[src/rtl/pitch_pkg.sv]
// Shared types and pitch-range constants for the note selector.
package pitch_pkg;

  typedef enum logic {
    IDLE = 1'b0,
    EDIT = 1'b1
  } state_e;

  localparam logic [3:0] NOTE_MAX = 4'd11;
  localparam logic [2:0] OCT_MIN  = 3'd2;
  localparam logic [2:0] OCT_MAX  = 3'd6;
  localparam logic [3:0] RST_NOTE = 4'd9;
  localparam logic [2:0] RST_OCT  = 3'd4;

endpackage

[src/rtl/note_step.sv]
// Combinational one-semitone step with octave carry/borrow, saturating at the
// ends of the supported pitch range. Opposing requests cancel.
module note_step
  import pitch_pkg::*;
(
  input  logic [3:0] note,
  input  logic [2:0] oct,
  input  logic       up,
  input  logic       dn,
  output logic [3:0] note_nxt,
  output logic [2:0] oct_nxt
);

  always_comb begin
    note_nxt = note;
    oct_nxt  = oct;
    if (up && !dn) begin
      if (note >= NOTE_MAX) begin
        if (oct < OCT_MAX) begin
          note_nxt = 4'd0;
          oct_nxt  = oct + 3'd1;
        end
      end else begin
        note_nxt = note + 4'd1;
      end
    end else if (dn && !up) begin
      if (note == 4'd0) begin
        if (oct > OCT_MIN) begin
          note_nxt = NOTE_MAX;
          oct_nxt  = oct - 3'd1;
        end
      end else begin
        note_nxt = note - 4'd1;
      end
    end
  end

endmodule

[src/rtl/note_sel_ctrl.sv]
// Target-note selector: centre button toggles IDLE/EDIT, up/down step the edit pitch.
// Optional macro EDIT_TIMEOUT_EN adds an inactivity auto-abort in EDIT.
module note_sel_ctrl
  import pitch_pkg::*;
#(
  parameter int unsigned TIMEOUT_CYC = 500_000_000,
  parameter int unsigned TO_W        = 29
) (
  input  logic       clk,
  input  logic       rst,
  input  logic       btn_c_n,
  input  logic       btn_u_n,
  input  logic       btn_d_n,
  output logic       editing,
  output logic [3:0] tgt_note,
  output logic [2:0] tgt_oct,
  output logic [3:0] disp_note,
  output logic [2:0] disp_oct,
  output logic       commit
);

  if (64'(TIMEOUT_CYC) >= (64'd1 << TO_W)) begin : g_to_w_check
    $error("TO_W too narrow to hold TIMEOUT_CYC");
  end

  logic ev_c, ev_u, ev_d;
  assign ev_c = ~btn_c_n;
  assign ev_u = ~btn_u_n;
  assign ev_d = ~btn_d_n;

  state_e     state_q, state_d;
  logic [3:0] tgt_note_q, tgt_note_d, edit_note_q, edit_note_d, disp_note_q, disp_note_d;
  logic [2:0] tgt_oct_q, tgt_oct_d, edit_oct_q, edit_oct_d, disp_oct_q, disp_oct_d;
  logic       commit_q, commit_d;
  logic [3:0] step_note;
  logic [2:0] step_oct;

  note_step u_step (
    .note     (edit_note_q),
    .oct      (edit_oct_q),
    .up       (ev_u),
    .dn       (ev_d),
    .note_nxt (step_note),
    .oct_nxt  (step_oct)
  );

`ifdef EDIT_TIMEOUT_EN
  logic [TO_W-1:0] to_q, to_d;
`endif

  always_comb begin
    state_d     = state_q;
    tgt_note_d  = tgt_note_q;
    tgt_oct_d   = tgt_oct_q;
    edit_note_d = edit_note_q;
    edit_oct_d  = edit_oct_q;
    commit_d    = 1'b0;
`ifdef EDIT_TIMEOUT_EN
    to_d        = to_q;
`endif
    unique case (state_q)
      IDLE: begin
`ifdef EDIT_TIMEOUT_EN
        to_d = '0;
`endif
        if (ev_c) begin
          edit_note_d = tgt_note_q;
          edit_oct_d  = tgt_oct_q;
          state_d     = EDIT;
        end
      end
      EDIT: begin
        if (ev_c) begin
          // Commit wins over both stepping and a coincident timeout expiry.
          tgt_note_d = edit_note_q;
          tgt_oct_d  = edit_oct_q;
          commit_d   = 1'b1;
          state_d    = IDLE;
        end else begin
          edit_note_d = step_note;
          edit_oct_d  = step_oct;
`ifdef EDIT_TIMEOUT_EN
          if (ev_u || ev_d) begin
            to_d = '0;
          end else if (to_q == TO_W'(TIMEOUT_CYC - 1)) begin
            to_d    = '0;
            state_d = IDLE;
          end else begin
            to_d = to_q + 1'b1;
          end
`endif
        end
      end
      default: state_d = IDLE;
    endcase

    // Display is registered alongside the state it reflects.
    if (state_d == EDIT) begin
      disp_note_d = edit_note_d;
      disp_oct_d  = edit_oct_d;
    end else begin
      disp_note_d = tgt_note_d;
      disp_oct_d  = tgt_oct_d;
    end
  end

  always_ff @(posedge clk) begin
    if (rst) begin
      state_q     <= IDLE;
      tgt_note_q  <= RST_NOTE;
      tgt_oct_q   <= RST_OCT;
      edit_note_q <= RST_NOTE;
      edit_oct_q  <= RST_OCT;
      disp_note_q <= RST_NOTE;
      disp_oct_q  <= RST_OCT;
      commit_q    <= 1'b0;
`ifdef EDIT_TIMEOUT_EN
      to_q        <= '0;
`endif
    end else begin
      state_q     <= state_d;
      tgt_note_q  <= tgt_note_d;
      tgt_oct_q   <= tgt_oct_d;
      edit_note_q <= edit_note_d;
      edit_oct_q  <= edit_oct_d;
      disp_note_q <= disp_note_d;
      disp_oct_q  <= disp_oct_d;
      commit_q    <= commit_d;
`ifdef EDIT_TIMEOUT_EN
      to_q        <= to_d;
`endif
    end
  end

  assign editing   = (state_q == EDIT);
  assign tgt_note  = tgt_note_q;
  assign tgt_oct   = tgt_oct_q;
  assign disp_note = disp_note_q;
  assign disp_oct  = disp_oct_q;
  assign commit    = commit_q;

endmodule

[config.mk]
export PLATFORM = sky130hd
export DESIGN_NAME = note_sel_ctrl
export DESIGN_NICKNAME = d
export VERILOG_FILES = /design/src/rtl/pitch_pkg.sv /design/src/rtl/note_step.sv /design/src/rtl/note_sel_ctrl.sv
export SDC_FILE = /design/constraint.sdc
export NUM_CORES = 1
export LEC_CHECK = 0
export ABC_AREA = 0
export CAP_MARGIN = 20
export CORE_UTILIZATION = 36
export DETAILED_ROUTE_END_ITERATION = 12
export GPL_TIMING_DRIVEN = 0
export HOLD_SLACK_MARGIN = 0.1
export PLACE_DENSITY_LB_ADDON = 0.1
export RECOVER_POWER = 25
export REMOVE_ABC_BUFFERS = 1
export SLEW_MARGIN = 10
export SYNTH_ARGS = -nofsm -noshare
export SYNTH_HDL_FRONTEND = slang
export SYNTH_HIERARCHICAL = 1
export SYNTH_SLANG_ARGS = --single-unit
[constraint.sdc]
create_clock -name clk -period 2.35 [get_ports clk]
set_input_delay 0.3525 -clock clk [delete_from_list [all_inputs] [get_ports clk]]
set_output_delay 0.3525 -clock clk [all_outputs]
set_load 0.02 [all_outputs]
==> qor.txt <==
Hold Startpoint: tgt_oct[1]
RSZ-0062 raised after global routing: false
Final Critical Period: 2236 ps
clk sinks: 23
final instance area: 1775 sq um
Nets: 198
crit path cell chain: inv_1 -> ha_2 -> nor3b_4 -> a21oi_2 -> mux4_2 -> mux2_4 -> a211o_1
vias in the first global route: 1150
Post-CTS Hold Buffers: 0
number of pins with negative max-slew slack in the final report: 0
flop-to-flop setup slack: 110 ps
Worst-Margin Slew: 1005 ps
total die area: 4454 sq um
Post-Syn Area: 1509 sq um
hpwl dp: 2367 microns
synth unique cells: 43
H-tree depth: 1
Leak Pwr: 0.6773 nW
CTS tree: done
hold depth: 2
area of placed instances: 1689 sq um
TritonCTS Buffers: 3
Fin. Hold Viols: 0
Top Ports: 21
antenna cells: 0
Crit Path Max Fanout: 7
Mapped Cells: 174
Hold Crit Class: flop to flop
run status: finished, violations left
sequential area share after synthesis: 0.3051
Post-route DRC: 2
R2R depth: 7
reg2reg end: edit_note_q[0]
routability cong.: 0.7608
RR Startpoint: edit_note_q[0]
Critical Path AT: 2390 ps
largest net degree at the start of global routing: 25
post-place setup slack: -226.5 ps
PwrDens: 525.5 nW/um^2
WS Path Type: flop to flop
CP Capture Type: flop
Vias: 1296
clock latency on the worst-skew pair: 260 ps
Congestion Overflow GR: 0
Critical Path Source Type: flop
Crit path required time: 2510 ps
WL/cell: 13.93 microns
Pwr Total: 933.0 uW
Detailed Route WL: 3316 microns
DR iter-0 viols: 61
share of cells above drive strength 1: 0.1330
Core Area: 4000 sq um
crit path from: edit_note_q[0]
Yosys reg bits: 23
Fin Clk Skew: 3.886 ps
Final WS setup: 113.9 ps
largest stage delay on the critical path: 500 ps
Max VDD drop: 0.1925 mV
CTS max path bufs: 2
global-route usage over all layers: 0.1612
syn_area_per_cell: 8.672 sq um
WHS Endpoint: tgt_oct[1]
FP Rows: 23
CP max-delay cell: mux4_2
fmax: 0.4472 GHz
maxcap violations: 0
vias per cell: 5.445
failing checks: design-rule violations
Yosys Warn Count: 6
Initial Util: 0.3772
setup_tns: 0 ps
chip height: 66.74 microns
Final setup viols: 0
Slew HR: 0.3280
Final Cycle Share: 0.9515
Layout Area Growth over Synthesis: 17.66%
FILL cells: 403
global-route wire length before repair: 5423 microns
CTS root buf: clkbuf_8
Port Buffers: 20
Die Width: 66.74 microns
TritonRoute pass-1 iters: 8
Clk pin slew, worst setup/hold paths: 80 ps
antenna viol nets, final: 0
initial antenna violation count: 0
## synthesized netlist by cell type (all sizes together)
cell    number  share of area
a21oi       14          0.046
nand3b       6          0.030
and3b        1         0.0083
mux2         3          0.030
mux4         2          0.030
a221o        1         0.0066
nand2b       3          0.012
clkbuf       5          0.019
nand2       19          0.047
nand3        2         0.0066
or2          4          0.017
dfxtp       23           0.31
a32o         1         0.0066
a311o        1         0.0066
nor2b        5          0.021
a221oi       2          0.012
and3         1         0.0041
a211o        3          0.017
nor3         5          0.017
a211oi      12          0.060
o221ai       2          0.012
ha           4          0.033
nor4b        1         0.0058
nor3b        1         0.0083
inv         10          0.025
and2         2         0.0083
mux2i       10          0.066
xor2         1         0.0058
o21bai       1         0.0050
o211ai       1         0.0050
o41ai        1         0.0058
o21ai        4          0.013
a31oi        2         0.0083
buf          7          0.054
nor2        12          0.032
and2b        2          0.012
## area by class of cell
cell class | instances | area [sq um] | share of cell area
Multi-Input combinational cell | 129 | 927.1 | 0.5222
Sequential cell | 23 | 467.9 | 0.2636
Tap cell | 50 | 62.56 | 0.03524
Inverter | 10 | 37.54 | 0.02114
Timing Repair Buffer | 22 | 235.2 | 0.1325
Clock buffer | 4 | 45.04 | 0.02537
## critical path, delay by kind of cell (launching register included)
kind                       cells  cell delay, ps
adders and majority gates      1             210
muxes                          2             770
AOI/OAI and AO/OA              2             380
buffers and inverters          1             110
DFF                            1             370
and+or+nand+nor                1             290
## kinds of logic after synthesis
group                    share of synthesized area
AND/OR/NAND/NOR                             0.2280
buffers and inverters                      0.09783
XOR/XNOR                                  0.005805
AO/OA/AOI/OAI                               0.2040
adder cells (fa/ha/maj)                    0.03317
flip-flops                                  0.3051
multiplexers                                0.1260
## layer usage
metal / track usage / routed length [microns]
met1: 0.2221 / 1611
met2: 0.2513 / 1528
met3: 0.02055 / 122
met4: 0.06383 / 53
met5: 0 / 0
## where the power goes
group	switching (mW)	internal, mW
clock	0.125	0.121
sequential	0.0332	0.412
combinational	0.124	0.118
## what timing repair did
item,4_1_cts,5_1_grt
setup buffers,0,1
gates resized for setup,4,7
endpoints found under the setup margin,4,6
pin swaps,0,0
gates cloned,0,0
## sequential cells by signal, indices dropped and copies added (netlist names)
register     count
edit_oct_q       3
disp_oct         3
tgt_note         4
commit           1
editing          1
disp_note        4
edit_note_q      4
tgt_oct          3
## how the worst max path moves through the flow
stage / endpoint / cells past startpoint
6_report: edit_note_q[0] / 7
5_1_grt: edit_note_q[0] / 7
4_1_cts: edit_note_q[0] / 7
3_5_place_dp: edit_oct_q[0] / 8
3_3_place_gp: disp_oct[0] / 8
2_1_floorplan: edit_note_q[0] / 7
## cell usage in the layout, fill, tap and decap left out, types with 3 or more instances in the layout
cell type	count
mux2_4	3
nor2b_1	5
or2_2	3
a211o_1	3
dfxtp_1	21
dlygate4sd3_1	9
nor3_1	5
mux2i_1	10
clkdlybuf4s50_1	11
a211oi_1	12
o21ai_0	3
a21oi_1	13
clkbuf_8	3
nor2_1	11
nand2_1	19
nand3b_1	6
ha_1	3
inv_1	9
## stage by stage
stage	std cells	util	hold WS, ps
after floorplan	162	-	421.6
after global placement	232	0.4154	472.1
after detailed placement	233	0.4223	484.0
after CTS	237	0.4354	495.1
after global routing	238	0.4439	520.1
final	238	0.4439	488.7
(Power assumes the default switching activity.)
